<file path="src/rtl/ibuf_ctrl.sv">
// ibuf_ctrl: control path of a two-bank instruction buffer.
// Fetch pairs are steered across the banks starting at the tail bank, and
// issue drains them starting at the head bank, so program order alternates
// between the banks. Each grant reserves a slot for one cycle before the
// entry lands in the bank counter, which makes an entry issuable two cycles
// after its grant.
module ibuf_ctrl #(
  parameter int DEPTH = 128,
  parameter int CW    = 8
) (
  input  logic          clk,
  input  logic          rst,
  input  logic          flush,
  input  logic          stall,
  input  logic          pause,
  input  logic          fetch_req,
  input  logic [1:0]    fetch_valid,
  input  logic [1:0]    issue_cap,
  output logic [1:0]    icache_fetch_inst_en,
  output logic          push_swap,
  output logic [1:0]    send_inst_en,
  output logic          issue_swap,
  output logic [CW-1:0] occ0,
  output logic [CW-1:0] occ1,
  output logic          ibuf_empty,
  output logic          ibuf_full
);

  localparam logic [CW:0] DEPTH_W = DEPTH[CW:0];

  logic [1:0][CW-1:0] cnt_r;
  logic [1:0]         pend_r;
  logic               tl_r;
  logic               hd_r;

  logic [1:0][CW:0]   free_s;
  logic               blk_s;
  logic [1:0]         tgt_s;
  logic               room_s;
  logic               grant_s;
  logic [1:0]         cap_s;
  logic [1:0]         avail_s;
  logic [1:0]         k_s;
  logic               pop_hd_s;
  logic               pop_ot_s;
  logic [1:0]         pop_s;
  logic [1:0]         pend_nxt_s;
  logic [1:0][CW-1:0] cnt_nxt_s;

  // Free space per bank: capacity minus stored entries minus reservations.
  always_comb begin
    free_s = '0;
    for (int i = 0; i < 2; i++) begin
      free_s[i] = DEPTH_W - {1'b0, cnt_r[i]} - {{CW{1'b0}}, pend_r[i]};
    end
  end

  // Fetch grant: slot0 targets the tail bank, slot1 the other bank; all-or-nothing.
  always_comb begin
    blk_s   = stall | pause | flush | ~rst;
    tgt_s   = tl_r ? {fetch_valid[0], fetch_valid[1]} : fetch_valid;
    room_s  = (~tgt_s[0] | (free_s[0] != {(CW+1){1'b0}})) &
              (~tgt_s[1] | (free_s[1] != {(CW+1){1'b0}}));
    grant_s = fetch_req & ~blk_s & fetch_valid[0] & room_s;
    if (grant_s) begin
      pend_nxt_s = tgt_s;
    end else begin
      pend_nxt_s = 2'b00;
    end
  end

  // Issue count: limited by what the head bank and its partner can supply.
  always_comb begin
    cap_s   = (issue_cap == 2'd3) ? 2'd2 : issue_cap;
    avail_s = 2'd0;
    if (cnt_r[hd_r] == {CW{1'b0}}) begin
      avail_s = 2'd0;
    end else if (cnt_r[~hd_r] == {CW{1'b0}}) begin
      avail_s = 2'd1;
    end else begin
      avail_s = 2'd2;
    end
    if (blk_s) begin
      k_s = 2'd0;
    end else if (cap_s < avail_s) begin
      k_s = cap_s;
    end else begin
      k_s = avail_s;
    end
    pop_hd_s = (k_s != 2'd0);
    pop_ot_s = (k_s == 2'd2);
    pop_s    = hd_r ? {pop_hd_s, pop_ot_s} : {pop_ot_s, pop_hd_s};
  end

  // Next counter value: landing reservation in, popped entry out, same edge.
  always_comb begin
    cnt_nxt_s = '0;
    for (int i = 0; i < 2; i++) begin
      cnt_nxt_s[i] = cnt_r[i] + {{(CW-1){1'b0}}, pend_r[i]}
                              - {{(CW-1){1'b0}}, pop_s[i]};
    end
  end

  // Buffer state: counters, reservations and the head/tail bank pointers.
  always_ff @(posedge clk or negedge rst) begin
    if (!rst) begin
      cnt_r  <= '0;
      pend_r <= 2'b00;
      tl_r   <= 1'b0;
      hd_r   <= 1'b0;
    end else if (flush) begin
      cnt_r  <= '0;
      pend_r <= 2'b00;
      tl_r   <= 1'b0;
      hd_r   <= 1'b0;
    end else begin
      cnt_r  <= cnt_nxt_s;
      pend_r <= pend_nxt_s;
      tl_r   <= tl_r ^ (grant_s & (fetch_valid == 2'b01));
      hd_r   <= hd_r ^ (k_s == 2'd1);
    end
  end

  // Output drive: grants and pops act in the request cycle; status from state.
  always_comb begin
    if (grant_s) begin
      icache_fetch_inst_en = fetch_valid;
    end else begin
      icache_fetch_inst_en = 2'b00;
    end
    push_swap    = tl_r;
    send_inst_en = pop_s;
    issue_swap   = hd_r;
    occ0         = cnt_r[0];
    occ1         = cnt_r[1];
    ibuf_empty   = (cnt_r[0] == {CW{1'b0}}) & (cnt_r[1] == {CW{1'b0}});
    ibuf_full    = (free_s[0] == {(CW+1){1'b0}}) | (free_s[1] == {(CW+1){1'b0}});
  end

endmodule

</file>
<file path="config.mk">
export PLATFORM = sky130hd
export DESIGN_NAME = ibuf_ctrl
export DESIGN_NICKNAME = d
export VERILOG_FILES = /design/src/rtl/ibuf_ctrl.sv
export SDC_FILE = /design/constraint.sdc
export NUM_CORES = 1
export LEC_CHECK = 0
export ABC_CLOCK_PERIOD_IN_PS = 4100
export CORE_AREA = 2 2 76 78
export CTS_CLUSTER_DIAMETER = 40
export CTS_CLUSTER_SIZE = 30
export DETAILED_ROUTE_END_ITERATION = 8
export DIE_AREA = 0 0 78 80
export GPL_TIMING_DRIVEN = 0
export PLACE_DENSITY = 0.64
export SLEW_MARGIN = 30
export SYNTH_ARGS = -nofsm -noshare
export SYNTH_HDL_FRONTEND = slang
export SYNTH_SLANG_ARGS = --single-unit
</file>
<file path="constraint.sdc">
create_clock -name clk -period 4.1 [get_ports clk]
set_input_delay 0.82 -clock clk [delete_from_list [all_inputs] [get_ports clk]]
set_output_delay 0.82 -clock clk [all_outputs]
set_load 0.05 [all_outputs]
</file>
== Yosys cells after proc, flatten, opt, wreduce, memory -nomap -nowiden ==
Index checks and enable logic that the tools add are counted.

* Bits in registers: 20
* Input port bits: 10
* Output and inout port bits: 24
* Word-level logic and storage cells: 65

* Add/subtract/negate cells: 8
* Order comparisons: 3
* Reductions and logical operators: 9
* Eq/ne operators: 4
* Bitwise logic cells: 19
* Mux-type cells: 17

{| class="wikitable"
|+ Operator list
! cell !! count
|-
| 8-bit zero test || 4
|-
| 8-bit 2-to-1 mux || 4
|-
| 2-bit 2-to-1 mux || 10
|-
| 9-bit zero test || 2
|-
| 9-bit nonzero test || 2
|-
| 8-bit by 8-bit subtractor with 9-bit output (first input constant) || 2
|-
| 9-bit by 1-bit subtractor with 9-bit output || 2
|-
| 8-bit by 1-bit adder with 8-bit output || 2
|-
| 16-bit 2-to-1 mux || 1
|-
| 8-bit by 1-bit subtractor with 8-bit output || 2
|-
| 1-bit bitwise AND || 6
|-
| 1-bit bitwise OR || 6
|-
| 1-bit inverter || 5
|-
| 2-bit by 1-bit == test with 1-bit output (second input constant) || 2
|-
| 2-bit == test (second input constant) || 2
|-
| 1-bit by 2-bit less-than comparator with 1-bit output (second input constant) || 2
|-
| 2-bit less-than comparator || 1
|-
| 1-bit 2-to-1 mux || 2
|-
| 2-bit nonzero test || 1
|-
| 1-bit XOR || 2
|}

== Longest topological paths before layout ==
Gate-level depths: netlist of run 1.

* Word-level depth: 13
* Gate-level depth with buffers: 18
* Depth with buffers taken out: 18

== Worst setup path before layout of run 1 ==
Ideal clock, no wire load.

* Kind: flip-flop to flip-flop
* From: register cnt_r (netlist bit occ1[3])
* To: register cnt_r (netlist bit occ0[7])
* Data arrival time: 4,534 ps
* Library setup time: 78 ps
* Cell stages (with the launch flop): 17
* Clock period less this slack: 4,612 ps
* Slack: -512 ps
* Required time: 4,022 ps
* Path buffers: 0
* Cells stage by stage: dfrtp_1 > nor4_1 > nand2_1 > nand2_1 > ha_1 > nor2_1 > o311ai_1 > o21ai_0 > ha_1 > inv_1 > ha_1 > a21o_1 > a21oi_1 > o21bai_1 > a2111oi_0 > o21ai_0 > a21oi_1

* Longest elaborated chain between the ends: 12
* Elaborated cells between the ends (all ways): 16
* Classes of those cells: add/sub (1); order compare (1); eq/ne (1); mux (10); reduce/logical (3)

{| class="wikitable"
|+ RTL lines
! what !! line !! RTL
|-
| start, declared || 31 || <nowiki>logic [1:0][CW-1:0] cnt_r;</nowiki>
|-
| start signal, assigned || 117 || <nowiki>cnt_r <= cnt_nxt_s;</nowiki>
|-
| 8-bit 2-to-1 mux (not written as such) (2 in a row) || 78 || <nowiki>end else if (cnt_r[~hd_r] == {CW{1'b0}}) begin</nowiki>
|-
| 8-bit zero test || 78 ||
|-
| 2-bit 2-to-1 mux || 78 ||
|-
| 2-bit 2-to-1 mux * || 76 || <nowiki>if (cnt_r[hd_r] == {CW{1'b0}}) begin</nowiki>
|-
| 2-bit less-than comparator || 85 || <nowiki>end else if (cap_s < avail_s) begin</nowiki>
|-
| 2-bit 2-to-1 mux * || 85 ||
|-
| 2-bit 2-to-1 mux * || 83 || <nowiki>if (blk_s) begin</nowiki>
|-
| 2-bit == test or 2-bit nonzero test (tied branches) || 91, 90 ||
|-
| 2-bit 2-to-1 mux * || 92 || <nowiki>pop_s = hd_r ? {pop_hd_s, pop_ot_s} : {pop_ot_s, pop_hd_s};</nowiki>
|-
| named net send_inst_en[0] || 21 || <nowiki>output logic [1:0] send_inst_en,</nowiki>
|-
| 8-bit by 1-bit subtractor with 8-bit output * || 100 || <nowiki>- {{(CW-1){1'b0}}, pop_s[i]};</nowiki>
|-
| 16-bit 2-to-1 mux * || 111 || <nowiki>end else if (flush) begin</nowiki>
|}

Mark *: on every way through the listed nets, which the timed path passes. The rest lies on a longest branch. The select of a mux whose other input is x is not followed.

== Worst setup path after layout of run 1 ==
* From: input issue_cap[1]
* To: register cnt_r (netlist bit occ1[7])

* Longest elaborated chain between the ends: 9
* Elaborated cells between the ends (all ways): 10
* Classes of those cells: add/sub (1); order compare (1); eq/ne (2); mux (5); reduce/logical (1)

{| class="wikitable"
|+ RTL lines
! what !! line !! RTL
|-
| start, declared || 18 || <nowiki>input logic [1:0] issue_cap,</nowiki>
|-
| 2-bit == test || 74 || <nowiki>cap_s = (issue_cap == 2'd3) ? 2'd2 : issue_cap;</nowiki>
|-
| 2-bit 2-to-1 mux * || 74 ||
|-
| 2-bit less-than comparator || 85 ||
|-
| 2-bit 2-to-1 mux * || 85 ||
|-
| 2-bit 2-to-1 mux * || 83 ||
|-
| 2-bit == test or 2-bit nonzero test (tied branches) || 91, 90 ||
|-
| 2-bit 2-to-1 mux * || 92 ||
|-
| 8-bit by 1-bit subtractor with 8-bit output * || 100 ||
|-
| 16-bit 2-to-1 mux * || 111 ||
|}

Every way passes the cells marked *; elsewhere a longest branch is shown, timed or not.

==> impl_metrics.csv, run 1 <==
group,metric,value,unit
detailed_routing,drt_iter0_drc,74,
detailed_routing,finalWirelength,4870,um
setup_path,critical_path.startpoint_type,"primary input",
cells_and_area,post-route-util,49.5,%
setup_path,worstPathBufferInverterCount,3,
global_route,grt_antenna_before_repair,0,
sta,timing.final.max_slew_violations,0,
setup_path,setup.worst_path.end_class,"flip-flop",
floorplanning,core.rowCount,27,
run_status,run_status,"complete, no violations",
detailed_routing,drc,0,
synthesis,unique_masters_post_synth,49,
global_route,grt_pass1_wl,8060,um
synthesis,synthesis.area_per_instance,8.92,um2
synthesis,synth.cell_area,2120,um2
sta,grt_setup_unrepaired,"true",
flow_run,cap_violations,0,
sta,final_min_period_over_clock_period,98.0,%
floorplanning,fp.dieArea,6240,um2
power,cellPowerDensity,821,nW/um2
cells_and_area,area_growth_syn_to_layout,26.2,%
global_route,grt.total_usage,16.0,%
power,standby_leakage_power,1.23,nW
setup_path,crit_path_max_fanout,5,
synthesis,ffs_w_async_s_r_synth,100,%
place,numPlacedInstances,343,
setup_path,timing.critical_path.arrival,4.22,ns
sta,relSlewSlack,66.3,%
setup_path,critical-path-top-delay-family,"compound AO/OA/AOI/OAI gates",
power,vdd_drop_max,0.000400,V
detailed_routing,dr_total_vias,1806,
synthesis,synth_edf_count,0,
cells_and_area,final_nets,331,
detailed_routing,avgRoutedWirePerCell,14.0,um
cells_and_area,final_cell_count_no_fill,349,
global_route,grt_max_degree,22,
synthesis,synth_seq_cells,20,
setup_path,slowest_stage,"sky130_fd_sc_hd__or4b_2",
clocking,htree_num_levels,1,
synthesis,netlist_instances,238,
floorplanning,starting_density_of_the_core,39.3,%
clocking,numCtsBuffers,3,
clocking,clockBufferDepth,2,
synthesis,ys_seq_area_share,23.6,%
hold_path,hold_class,"primary input to async pin",
detailed_routing,drt_antenna_net_count,0,
cells_and_area,nFillCells,552,
floorplanning,core_area,5410,um2
clocking,cts.clk_slew.worst_paths,0.08,ns
power,post-layout-total-power,2.20,mW
floorplanning,chipHeight,80,um
floorplanning,pin_count,34,
sta,timing.final.setup_violations,0,
clocking,tritoncts,"yes",
sta,clock.fmax,0.249,GHz
cells_and_area,antennaDiodeCount,0,
place,place_congestion,0.811,
floorplanning,die_width,78,um
cells_and_area,final_layout_size_suffix_gt1_share,10.5,%
synthesis,postSynthNetCount,291,
detailed_routing,firstDrtPassIters,5,
sta,finalHoldViolCount,0,
synthesis,ys.flop_type,"sky130_fd_sc_hd__dfrtp_1",
setup_path,worstPathCellList,"clkdlybuf4s50_1 -> clkbuf_1 -> ha_1 -> nor2_1 -> o311ai_4 -> nand3_1 -> o21ai_1 -> ha_1 -> inv_1 -> ha_1 -> a21o_1 -> a21oi_1 -> o21bai_1 -> a2111oi_2 -> or4b_2 -> nand2_1",
global_route,first_global_vias,1748,
sta,clock-skew-final,0.00369,ns
synthesis,yosysWarnings,0,
setup_path,timing.critical_path.mode_cell,"sky130_fd_sc_hd__ha_1",
sta,period_needed,4.02,ns
detailed_routing,vias_per_cell,5.17,
place,io_buffer_count,33,
clocking,cts-root-buf,"sky130_fd_sc_hd__clkbuf_8",
global_route,grt-ovfl-total,0,
sta,timing.hold.ws,0.501,ns
setup_path,path_class,"primary input to flip-flop",
clocking,numClockSinks,20,
setup_path,worst_ep_required_time,4.30,ns
sta,worst-slew-pin-transition,0.505,ns
setup_path,critical_path.max_stage_delay,0.64,ns
place,hpwlAfterDp,3780,um
clocking,worstSkewPairLatency,0.26,ns
## cell usage in the layout, fill, tap and decap left out, drive strengths merged, types with 2 or more instances in the layout
cell type,count
ha,41
inv,33
clkdlybuf4s50,27
dfrtp,20
nor2,19
a21oi,16
xnor2,13
o21ai,8
nor2b,7
o21bai,7
buf,7
clkbuf,7
nand2,6
nor4,5
a21o,5
nor3b,5
mux2i,4
nand2b,4
nor3,3
a2111oi,3
nand3,2
a211o,2
a31oi,2
xor2,2
or3,2
nand4,2
fa,2
or4b,2
mux2,2
or2,2
## area by class of cell
cell class | count | area, um2 | share of cell area, %
tap | 72 | 90.1 | 3.36
multi-input combinational | 180 | 1540 | 57.5
inverter | 33 | 124 | 4.63
clock buffer | 3 | 41.3 | 1.54
clock inverter | 1 | 30.0 | 1.12
buffer | 5 | 21.3 | 0.794
timing repair buffer | 35 | 329 | 12.3
sequential | 20 | 502 | 18.7
## report_power, final
group	switching (mW)	total [mW]	leakage, nW	internal [mW]
logic	0.990	1.69	0.931	0.695
registers	0.0660	0.314	0.267	0.248
clock network	0.0684	0.199	0.0357	0.130
## timing repair
| item | in CTS | in global routing |
|---|---|---|
| setup buffers | 0 | 2 |
| gates cloned | 0 | 0 |
| resized for setup | 18 | 21 |
| hold buffers | 0 | 0 |
| setup endpoints to repair | 19 | 8 |
| pin swaps | 1 | 2 |
## cell usage after synthesis (all sizes together) (3+ instances only)
master	number	area share, %
ha	41	24
inv	33	5.8
dfrtp	20	24
nor2	19	3.4
a21oi	16	4.1
xnor2	13	5.4
o21ai	8	1.9
nor2b	7	2.1
o21bai	7	2.5
nand2	6	1.1
a21o	5	1.8
nor3b	5	1.8
nor4	5	1.5
clkbuf	4	0.77
mux2i	4	1.9
nand2b	4	1.2
a2111oi	3	2.1
nor3	3	0.71
## final timing paths
kind	startpoint	endpoint	slack (ns)	depth (start not counted)
min in group clk	issue_swap	issue_swap	0.65	2
worst min register to register	issue_swap	issue_swap	0.65	2
worst max register to register	occ1[3]	occ1[7]	0.19	17
worst max-delay path	issue_cap[1]	occ1[7]	0.08	16
worst min-delay path	rst	occ0[3]	0.50	1
max in group asynchronous	rst	occ1[0]	3.26	1
## metrics by stage
stage | setup TNS (ns) | cell area [um2] | worst slack [ns]
2_1_floorplan | -0.267 | 2120 | -0.143
3_3_place_gp | -11.22 | 2540 | -1.01
3_5_place_dp | -11.32 | 2540 | -1.04
4_1_cts | 0 | 2630 | 0.00485
5_1_grt | -0.169 | 2680 | -0.121
6_report | 0 | 2680 | 0.0831
## logic make-up (layout without fill, tap and decap cells)
family / Yosys count / count (layout) / share of synthesized area, %
AOI/OAI and AO/OA: 52 / 52 / 17.6
adders and majority gates: 43 / 43 / 26.1
and+or+nand+nor: 64 / 64 / 16.7
muxes: 6 / 6 / 2.95
buffers and inverters: 38 / 77 / 6.84
DFF: 20 / 20 / 23.6
xor gates and xnor gates: 15 / 15 / 6.19
## routing by layer
layer	up-vias	part of all wire, %	global-route usage, %
li1	900	-	-
met1	859	48	21.7
met2	41	47	27.2
met3	6	4.0	3.28
met4	0	0.82	1.93
met5	-	0	0
## state kept, by name, summed over array words and instances, names as in the netlist
register and cells:
occ0 8, occ1 8, pend_r 2, issue_swap 1, push_swap 1
Note: power is estimated with default switching activity, not from simulation.
==> run 2, diff against run 1 <==
--- a/config.mk
+++ b/config.mk
@@ -6,13 +6,15 @@
 export NUM_CORES = 1
 export LEC_CHECK = 0
 export ABC_CLOCK_PERIOD_IN_PS = 4100
+export CELL_PAD_IN_SITES_DETAIL_PLACEMENT = 1
+export CELL_PAD_IN_SITES_GLOBAL_PLACEMENT = 1
 export CORE_AREA = 2 2 76 78
 export CTS_CLUSTER_DIAMETER = 40
 export CTS_CLUSTER_SIZE = 30
 export DETAILED_ROUTE_END_ITERATION = 8
 export DIE_AREA = 0 0 78 80
 export GPL_TIMING_DRIVEN = 0
-export PLACE_DENSITY = 0.64
+export PLACE_DENSITY = 0.8
 export SLEW_MARGIN = 30
 export SYNTH_ARGS = -nofsm -noshare
 export SYNTH_HDL_FRONTEND = slang
==> run 2 against run 1 <==
  * Power grew 1.1%
  * Worst setup slack gained 0.11 ns
  * Sequential share of layout area is essentially flat
  * Count of clock-buffer cells in the layout grew 1
  * Fmax grew 2.7%
  * Global-route usage grew 2.8 points
  * Die area is the same
==> impl_metrics.csv, run 2 (synthesis gave the netlist of run 1 again) <==
group,metric,value,unit
sta,timing.final.max_slew_violations,0,
clocking,cts-root-buf,"sky130_fd_sc_hd__clkbuf_8",
place,hpwlAfterDp,4490,um
place,place_congestion,0.888,
sta,setup_ws,0.190,ns
detailed_routing,drc,0,
cells_and_area,final_cell_area,2680,um2
clocking,numClockSinks,20,
place,pre_cts_slack,-1.39,ns
floorplanning,die_width,78,um
sta,timing.final.setup_violations,0,
detailed_routing,firstDrtPassIters,4,
global_route,grt.total_usage,18.9,%
power,vdd_drop_max,0.000504,V
global_route,grt-ovfl-total,0,
place,io_buffer_count,33,
flow_run,cap_violations,0,
global_route,first_global_vias,1971,
power,cellPowerDensity,830,nW/um2
sta,setup_tns,0,ns
sta,grt_setup_unrepaired,"true",
sta,clock-skew-final,0.00344,ns
clocking,ctsHoldBuffers,0,
detailed_routing,dr_total_vias,1818,
power,power.share.switching,52.6,%
detailed_routing,finalWirelength,5600,um
setup_path,critical_path.startpoint_type,"flip-flop",
clocking,numCtsBuffers,3,
power,standby_leakage_power,1.24,nW
run_status,run_status,"complete, no violations",
clocking,worstSkewPairLatency,0.26,ns
place,post_dp_cell_area,2540,um2
floorplanning,chipHeight,80,um
sta,finalHoldViolCount,0,
power,pwr-share-clk,7.2,%
clocking,tritoncts,"yes",
hold_path,hold_class,"primary input to async pin",
setup_path,setup.worst_path.end_class,"primary output",
setup_path,crit_path_max_fanout,4,
sta,clock.fmax,0.256,GHz
setup_path,path_class,"flip-flop to primary output",
sta,period_needed,3.91,ns
cells_and_area,layout.cells.most_common,"sky130_fd_sc_hd__ha_1",
global_route,grt_pass1_wl,9540,um
power,power.switching,1.17,mW
sta,final_min_period_over_clock_period,95.4,%
setup_path,worst_ep_required_time,3.28,ns
cells_and_area,final_layout_size_suffix_gt1_share,10.5,%
floorplanning,core.rowCount,27,
setup_path,timing.critical_path.arrival,3.09,ns
global_route,grt_antenna_before_repair,0,
detailed_routing,drt_iter0_drc,31,
clocking,htree_num_levels,1,
sta,timing.hold.ws,0.508,ns
sta,worst-slew-pin-transition,0.564,ns
floorplanning,fp.dieArea,6240,um2
detailed_routing,drt_antenna_net_count,0,
floorplanning,core_area,5410,um2
floorplanning,pin_count,34,
clocking,cts.clk_slew.worst_paths,0.08,ns
global_route,grt_max_degree,22,
sta,relSlewSlack,62.4,%
clocking,clockBufferDepth,2,
cells_and_area,final_cell_mix,"sky130_fd_sc_hd__ha_1 (41), sky130_fd_sc_hd__inv_1 (33), sky130_fd_sc_hd__clkdlybuf4s50_1 (27)",
cells_and_area,area_growth_syn_to_layout,26.1,%
power,sequential_share_of_power,14.6,%
power,comb_power_share,78.2,%
cells_and_area,antennaDiodeCount,0,
power,internal_power_component,1.05,mW
detailed_routing,vias_per_cell,5.22,
floorplanning,starting_density_of_the_core,39.3,%
detailed_routing,avgRoutedWirePerCell,16.1,um
cells_and_area,final_nets,330,
-- run 2: layer usage --
| layer | track usage (%) | wire length, um |
|---|---|---|
| met1 | 25.8 | 2720 |
| met4 | 2.28 | 21 |
| met2 | 32.6 | 2720 |
| met3 | 2.71 | 139 |
| met5 | 0 | 0 |
-- run 2: final timing paths --
kind / to / cells past startpoint / slack [ns] / start
worst min-delay path: occ0[0] / 1 / 0.51 / rst
worst max register to register: occ1[7] / 17 / 0.31 / occ0[3]
min in group clk: issue_swap / 2 / 0.65 / issue_swap
worst max-delay path: icache_fetch_inst_en[0] / 12 / 0.19 / occ1[0]
worst min register to register: issue_swap / 2 / 0.65 / issue_swap
max in group asynchronous: occ1[7] / 1 / 3.25 / rst
-- run 2: per-stage QoR --
| stage | power, mW | util, % | instances |
|---|---|---|---|
| after global placement | 1.90 | 47.0 | 343 |
| after floorplan | 1.56 | - | 238 |
| after global routing | 2.43 | 49.5 | 348 |
| after CTS | 2.17 | 48.7 | 348 |
| after detailed placement | 1.97 | 47.0 | 343 |
| final | 2.22 | 49.5 | 348 |
-- run 2: critical path, cell delays in order (launching register included) --
cell and delay, ns:
sky130_fd_sc_hd__dfrtp_1 0.42, sky130_fd_sc_hd__inv_1 0.09, sky130_fd_sc_hd__ha_1 0.15, sky130_fd_sc_hd__ha_1 0.17, sky130_fd_sc_hd__inv_1 0.05, sky130_fd_sc_hd__ha_1 0.26, sky130_fd_sc_hd__nor3b_2 0.18, sky130_fd_sc_hd__o21ai_0 0.12
sky130_fd_sc_hd__or4_4 0.56, sky130_fd_sc_hd__a2111oi_4 0.28, sky130_fd_sc_hd__a21oi_2 0.14, sky130_fd_sc_hd__a21boi_1 0.17, sky130_fd_sc_hd__buf_2 0.24
-- run 2: what timing repair did --
item | 4_1_cts | 5_1_grt
gates resized for setup | 22 | 13
endpoints found under the setup margin | 19 | 10
buffers inserted | 1 | 0
pin swaps | 1 | 1
-- run 2: cell type report --
type / instances / area [um2]
clock buffer: 4 / 55.1
inverter: 33 / 124
tap: 72 / 90.1
fill: 648 / 2730
timing repair buffer: 34 / 329
buffer: 5 / 21.3
multi-input combinational: 180 / 1560
sequential: 20 / 500
-- run 2: power by group through the flow --
stage               Combinational (mW)  Clock [mW]  Sequential (mW)
detailed placement                1.64           0            0.324
global placement                  1.58           0            0.323
finish                            1.74       0.159            0.325
global route                      1.92       0.170            0.333
floorplan                         1.10           0            0.459
CTS                               1.69       0.161            0.321
